`config.mk`:
```
export PLATFORM = sky130hd
export DESIGN_NAME = m_imem_loader_flat
export DESIGN_NICKNAME = d
export VERILOG_FILES = /design/src/rtl/m_imem_loader_if.sv /design/src/rtl/m_imem_loader.sv /design/src/flat_wrapper.sv
export SDC_FILE = /design/constraint.sdc
export NUM_CORES = 1
export LEC_CHECK = 0
export BUFFER_PORTS_ARGS = -buffer_cell sky130_fd_sc_hd__buf_2
export CORE_MARGIN = 2
export CORE_UTILIZATION = 45
export CTS_CLUSTER_DIAMETER = 60
export DETAILED_ROUTE_END_ITERATION = 6
export GPL_TIMING_DRIVEN = 0
export MAX_ROUTING_LAYER = met4
export PLACE_DENSITY = 0.69
export SLEW_MARGIN = 25
export SYNTH_ARGS = -nofsm -noshare
export SYNTH_HDL_FRONTEND = slang
export SYNTH_SLANG_ARGS = --single-unit
```
`constraint.sdc`:
```
create_clock -name w_clk -period 2.4 [get_ports w_clk]
set_input_delay 0.12 -clock w_clk [delete_from_list [all_inputs] [get_ports w_clk]]
set_output_delay 0.12 -clock w_clk [all_outputs]
set_load 0.02 [all_outputs]
```
`src/rtl/m_imem_loader_if.sv`:
```
//------------------------------------------------------------------------------
// Module   : m_imem_loader_if
// Brief    : Byte-stream input and memory-write/status output bundle of the loader.
// Revision : 1.0
//------------------------------------------------------------------------------
`default_nettype none

interface m_imem_loader_if #(
    parameter int ADDR_W = 12
);
    logic              w_rx_valid;
    logic [7:0]        w_rx_data;
    logic              w_mem_we;
    logic [ADDR_W-1:0] w_mem_addr;
    logic [31:0]       w_mem_din;
    logic              w_ce_out;
    logic              w_busy;
    logic              w_err;
    logic [ADDR_W:0]   w_nwords;

    modport master (
        output w_rx_valid, w_rx_data,
        input  w_mem_we, w_mem_addr, w_mem_din, w_ce_out, w_busy, w_err, w_nwords
    );

    modport slave (
        input  w_rx_valid, w_rx_data,
        output w_mem_we, w_mem_addr, w_mem_din, w_ce_out, w_busy, w_err, w_nwords
    );
endinterface

`default_nettype wire

```
`src/rtl/m_imem_loader.sv`:
```
//------------------------------------------------------------------------------
// Module   : m_imem_loader
// Brief    : Framed byte-stream image loader for the instruction memory; gates
//            the processor clock-enable until a checksum-valid image is written.
// Revision : 1.0
//------------------------------------------------------------------------------
`default_nettype none

module m_imem_loader #(
    parameter int          ADDR_W = 12,
    parameter int          DEPTH  = 2**ADDR_W,
    parameter logic [7:0]  HEADER = 8'hA5
) (
    input  logic            w_clk,
    input  logic            w_rst,
    m_imem_loader_if.slave  bus
);

    typedef enum logic [2:0] {
        S_IDLE = 3'd0,
        S_CNT0 = 3'd1,
        S_CNT1 = 3'd2,
        S_DATA = 3'd3,
        S_CSUM = 3'd4,
        S_DONE = 3'd5,
        S_ERR  = 3'd6
    } state_t;

    localparam logic [16:0]   c_DEPTH   = 17'(DEPTH);
    localparam logic [ADDR_W:0] c_IDX_ONE = (ADDR_W+1)'(1);

    state_t              r_state;
    logic [7:0]          r_cnt_lo;
    logic [ADDR_W:0]     r_cnt;
    logic [ADDR_W:0]     r_word_idx;
    logic [1:0]          r_byte_idx;
    logic [7:0]          r_csum;
    logic [23:0]         r_word;
    logic                r_mem_we;
    logic [ADDR_W-1:0]   r_mem_addr;
    logic [31:0]         r_mem_din;
    logic                r_ce_out;
    logic                r_busy;
    logic                r_err;
    logic [ADDR_W:0]     r_nwords;

    logic [15:0]         w_n;
    logic                w_n_bad;
    logic [7:0]          w_csum_next;
    logic [ADDR_W:0]     w_idx_next;
    logic                w_is_header;

    assign w_n         = {bus.w_rx_data, r_cnt_lo};
    assign w_n_bad     = (w_n == 16'd0) || ({1'b0, w_n} > c_DEPTH);
    assign w_csum_next = r_csum + bus.w_rx_data;
    // Index is one bit wider than the address so a full-depth image can terminate.
    assign w_idx_next  = r_word_idx + c_IDX_ONE;
    assign w_is_header = (bus.w_rx_data == HEADER);

    always_ff @(posedge w_clk) begin
        if (w_rst) begin
            r_state    <= S_IDLE;
            r_cnt_lo   <= 8'd0;
            r_cnt      <= '0;
            r_word_idx <= '0;
            r_byte_idx <= 2'd0;
            r_csum     <= 8'd0;
            r_word     <= 24'd0;
            r_mem_we   <= 1'b0;
            r_mem_addr <= '0;
            r_mem_din  <= 32'd0;
            r_ce_out   <= 1'b0;
            r_busy     <= 1'b0;
            r_err      <= 1'b0;
            r_nwords   <= '0;
        end else begin
            r_mem_we <= 1'b0;
            if (bus.w_rx_valid) begin
                case (r_state)
                    S_IDLE, S_DONE, S_ERR: begin
                        if (w_is_header) begin
                            r_state    <= S_CNT0;
                            r_csum     <= 8'd0;
                            r_word_idx <= '0;
                            r_byte_idx <= 2'd0;
                            r_ce_out   <= 1'b0;
                            r_err      <= 1'b0;
                            r_busy     <= 1'b1;
                        end
                    end
                    S_CNT0: begin
                        r_cnt_lo <= bus.w_rx_data;
                        r_csum   <= w_csum_next;
                        r_state  <= S_CNT1;
                    end
                    S_CNT1: begin
                        r_csum <= w_csum_next;
                        if (w_n_bad) begin
                            r_state  <= S_ERR;
                            r_err    <= 1'b1;
                            r_ce_out <= 1'b0;
                            r_busy   <= 1'b0;
                        end else begin
                            r_cnt   <= w_n[ADDR_W:0];
                            r_state <= S_DATA;
                        end
                    end
                    S_DATA: begin
                        r_csum     <= w_csum_next;
                        r_byte_idx <= r_byte_idx + 2'd1;
                        // Little-endian: earlier bytes migrate toward the low end.
                        r_word     <= {bus.w_rx_data, r_word[23:8]};
                        if (r_byte_idx == 2'd3) begin
                            r_mem_we   <= 1'b1;
                            r_mem_addr <= r_word_idx[ADDR_W-1:0];
                            r_mem_din  <= {bus.w_rx_data, r_word};
                            r_word_idx <= w_idx_next;
                            if (w_idx_next == r_cnt) begin
                                r_state <= S_CSUM;
                            end
                        end
                    end
                    S_CSUM: begin
                        r_busy <= 1'b0;
                        if (bus.w_rx_data == r_csum) begin
                            r_state  <= S_DONE;
                            r_ce_out <= 1'b1;
                            r_err    <= 1'b0;
                            r_nwords <= r_cnt;
                        end else begin
                            r_state  <= S_ERR;
                            r_ce_out <= 1'b0;
                            r_err    <= 1'b1;
                        end
                    end
                    default: begin
                        r_state <= S_IDLE;
                        r_busy  <= 1'b0;
                    end
                endcase
            end
        end
    end

    assign bus.w_mem_we   = r_mem_we;
    assign bus.w_mem_addr = r_mem_addr;
    assign bus.w_mem_din  = r_mem_din;
    assign bus.w_ce_out   = r_ce_out;
    assign bus.w_busy     = r_busy;
    assign bus.w_err      = r_err;
    assign bus.w_nwords   = r_nwords;

endmodule

`default_nettype wire
```
`src/flat_wrapper.sv`:
```
// flat-port wrapper written by rule: the top's interface ports become plain ports
module m_imem_loader_flat 
#(
    parameter int          ADDR_W = 12,
    parameter int          DEPTH  = 2**ADDR_W,
    parameter logic [7:0]  HEADER = 8'hA5
)
  (w_clk, w_rst, bus_w_rx_valid, bus_w_rx_data, bus_w_mem_we, bus_w_mem_addr, bus_w_mem_din, bus_w_ce_out, bus_w_busy, bus_w_err, bus_w_nwords);
  m_imem_loader_if #(.ADDR_W(ADDR_W)) bus_i ();
  input  logic w_clk;
  input  logic w_rst;
  input wire logic [$bits(bus_i.w_rx_valid)-1:0] bus_w_rx_valid;
  input wire logic [$bits(bus_i.w_rx_data)-1:0] bus_w_rx_data;
  output wire logic [$bits(bus_i.w_mem_we)-1:0] bus_w_mem_we;
  output wire logic [$bits(bus_i.w_mem_addr)-1:0] bus_w_mem_addr;
  output wire logic [$bits(bus_i.w_mem_din)-1:0] bus_w_mem_din;
  output wire logic [$bits(bus_i.w_ce_out)-1:0] bus_w_ce_out;
  output wire logic [$bits(bus_i.w_busy)-1:0] bus_w_busy;
  output wire logic [$bits(bus_i.w_err)-1:0] bus_w_err;
  output wire logic [$bits(bus_i.w_nwords)-1:0] bus_w_nwords;
  assign bus_i.w_rx_valid = bus_w_rx_valid;
  assign bus_i.w_rx_data = bus_w_rx_data;
  assign bus_w_mem_we = bus_i.w_mem_we;
  assign bus_w_mem_addr = bus_i.w_mem_addr;
  assign bus_w_mem_din = bus_i.w_mem_din;
  assign bus_w_ce_out = bus_i.w_ce_out;
  assign bus_w_busy = bus_i.w_busy;
  assign bus_w_err = bus_i.w_err;
  assign bus_w_nwords = bus_i.w_nwords;
  m_imem_loader #(.ADDR_W(ADDR_W), .DEPTH(DEPTH), .HEADER(HEADER)) u_core (.w_clk(w_clk), .w_rst(w_rst), .bus(bus_i));
endmodule
```
==> key figures <==
Placement
  – Post-DP HPWL: 11.80 mm
  – Post-DP Area: 6514 sq um
  – Pre-CTS setup slack: -335.6 ps
  – Port Buffers: 69
  – GPL Wtd Cong: 0.9368

Layout
  – Most frequent cells in the layout: nand2_1, dfxtp_1, a21oi_1, buf_2, nor2_1
  – Register area: 2650 sq um
  – Area occupied by multi-input gates: 3104 sq um
  – Commonest non-fill, non-tap cell in the layout: nand2_1
  – Fraction of layout cells with a size suffix above 1: 0.1903
  – Area Overhead vs Synth: 23.80%
  – Nets: 855
  – Final instance area: 7361 sq um
  – Layout Utilization: 0.5763
  – Fillcell total: 1142
  – # diodes: 0

Clock tree
  – Hold_buf cts: 0
  – Clock root cell: clkbuf_16
  – Clk_lat worst skew: 420 ps
  – Clk pin slew, worst setup/hold paths: 60 ps
  – Inserted Clock Buffers: 17
  – Clock Path Buffers: 2
  – H-tree depth: 4
  – CTS tree: yes
  – Clock Sinks: 132

Drt
  – Antenna viol nets, final: 0
  – Vias per cell: 5.595
  – First drt pass iteration count: 6
  – Initial drt markers: 495
  – DRC: 0
  – Routed wire length: 16.77 mm
  – WL/cell: 16.47 microns
  – Via count: 5696

Global routing
  – Largest net degree at the start of global routing: 17
  – Global-route wire length before repair: 26.43 mm
  – Initial antenna violation count: 0
  – Vias in the first global route: 5315
  – Total GRT Usage: 0.2404
  – Grt total ovfl: 0

STA
  – Min Clock Period, post-route: 2371 ps
  – Setup TNS Final: 0 ps
  – Skew final: 8.061 ps
  – Post-route clock period utilization: 0.9878
  – Hold slack: 34.21 ps
  – Least-Margin Pin Slew: 636.3 ps
  – Max Freq: 0.4218 GHz
  – Max Slew Vio Count: 0
  – Final setup viols: 0
  – Slew headroom: 0.5758
  – RSZ-0062 raised after global routing: yes
  – Final setup margin: 29.33 ps
  – Hold Fails Final Rpt: 0

Die
  – I/O pin count: 72
  – Num rows: 41
  – Die area: 14150 sq um
  – Die height: 118.9 microns
  – Core ar.: 12770 sq um
  – Die W: 118.9 microns
  – Initial Utilization: 0.4655

Run
  – Number of max-cap violations: 0

Yosys
  – Unique masters post-synth: 63
  – Mapped Cells: 743
  – Post-synth EDFFs: 0
  – Syn Area/Cell: 8.002 sq um
  – Ys Warns: 0
  – #FFs+latches synth: 132
  – Post-Synthesis Cell Area: 5946 sq um
  – Asr flop ratio synth: 0
  – Sequential area share after synthesis: 0.4444
  – Predominant post-synthesis flop cell: dfxtp_1
  – Synth Net Count: 764

Min path
  – Worst min path class: in2reg
  – Hold Crit Depth: 3
  – Min-delay src: bus_w_rx_data[4]
  – Hold EP: u_core.r_word[20]

Critical path
  – Worst-path maximum fanout: 5
  – CP max stage cell: or4_4
  – Kind of critical path: reg2reg
  – R2R depth: 8
  – R2R setup slack: 30 ps
  – Worst reg2reg endpoint: u_core.r_cnt[5]
  – Worst EP required: 2690 ps
  – Worst-path cell chain: or4_4 -> or4_4 -> and3_4 -> and3_4 -> buf_6 -> clkbuf_16 -> mux2i_1 -> nor2_1
  – Worst setup EP type: flop
  – Worst EP arrival: 2660 ps
  – Worst path max stage delay: 540 ps
  – R2R Path Start: u_core.r_cnt_lo[6]
  – Worst setup SP type: flop

Power and ir drop
  – PD cells: 686.2 nW/um^2
  – Max VDD drop: 0.0004110 V
  – Leak: 2.660 nW

Outcome
  – Status: complete, no violations
layout make-up:
cell class	instances	area share
Clock buffer	19	0.06017
Buffer	52	0.04233
Clock inverter	12	0.02448
Sequential cell	132	0.3600
Inverter	9	0.004589
Timing Repair Buffer	77	0.05745
Tap cell	172	0.02924
Multi-Input combinational cell	545	0.4217
per-stage QoR:
step | cells | power (mW)
after floorplan | 743 | 2.312
after global placement | 984 | 2.359
after detailed placement | 984 | 2.361
after CTS | 1014 | 5.063
after global routing | 1018 | 5.176
final | 1018 | 5.051
Yosys cell counts (6+ instances only):
master	n	area, sq um
and2_1	6	37.54
inv_1	9	33.78
a22oi_1	7	52.55
mux2i_1	17	170.2
clkbuf_1	45	168.9
nand3_1	23	115.1
a211oi_1	7	52.55
nor2b_1	8	50.05
a311oi_1	12	105.1
or4_1	6	45.04
nor2_1	43	161.4
nand4_1	7	43.79
o21ai_0	16	80.08
a21oi_1	104	520.5
dfxtp_1	132	2643
xor2_1	7	61.31
ha_1	9	112.6
a31oi_1	7	43.79
nand2_1	190	713.2
xnor2_1	9	78.83
nand2b_1	7	43.79
and3_1	6	37.54
logic make-up after synthesis:
kind of cell,synth area share
simple gates,0.2407
compound gates,0.1833
flops,0.4444
buf+inv,0.05703
mux,0.02862
xor+xnor,0.02357
fa+ha+maj,0.02231
metal layers:
metal	GRT usage	wire (microns)
met4	0.1153	476
met2	0.3667	7603
met1	0.3090	7539
met5	-	0
met3	0.04262	1147
state kept, by name (all words and copies together), names as in the netlist:
signal                 count
u_core.r_word             24
u_core.bus.w_ce_out        1
u_core.r_cnt_lo            8
u_core.bus.w_err           1
u_core.r_csum              8
u_core.bus.w_busy          1
u_core.r_state             3
u_core.r_word_idx         13
u_core.r_cnt              13
u_core.bus.w_mem_din      32
u_core.bus.w_nwords       13
u_core.bus.w_mem_we        1
u_core.r_byte_idx          2
u_core.bus.w_mem_addr     12
how the worst max path moves through the flow:
stage | from | endpoint | slack, ps | cells past startpoint
after floorplan | u_core.r_csum[3] | u_core.bus.w_nwords[0] | 6 | 8
after global placement | u_core.r_word_idx[1] | u_core.r_state[2] | -360 | 9
after detailed placement | u_core.r_word_idx[1] | u_core.r_state[0] | -340 | 9
after CTS | u_core.r_cnt_lo[3] | u_core.r_state[0] | -10 | 6
after global routing | u_core.r_state[0] | u_core.r_cnt_lo[0] | -30 | 7
final | u_core.r_cnt_lo[6] | u_core.r_cnt[5] | 30 | 8
power by group:
part           switching, mW  total [mW]  internal (mW)
clock network          0.963        2.73           1.76
logic                 0.0926       0.133         0.0405
registers           0.000572        2.19           2.19
total                   1.06        5.05           3.99
repair_timing:
action                     CTS  global route
pin swaps                    2             6
gates cloned                 0             1
buffers inserted             2             5
setup endpoints to repair   54            66
resized for setup           18            32
critical path, delay by kind of cell (launching register included):
| kind | cells | cell delay [ps] |
|---|---|---|
| multiplexers | 1 | 160 |
| flip-flops | 1 | 330 |
| AND/OR/NAND/NOR | 5 | 1450 |
| buffers and inverters | 2 | 280 |
No activity file was read; power rests on OpenSTA's default activity.
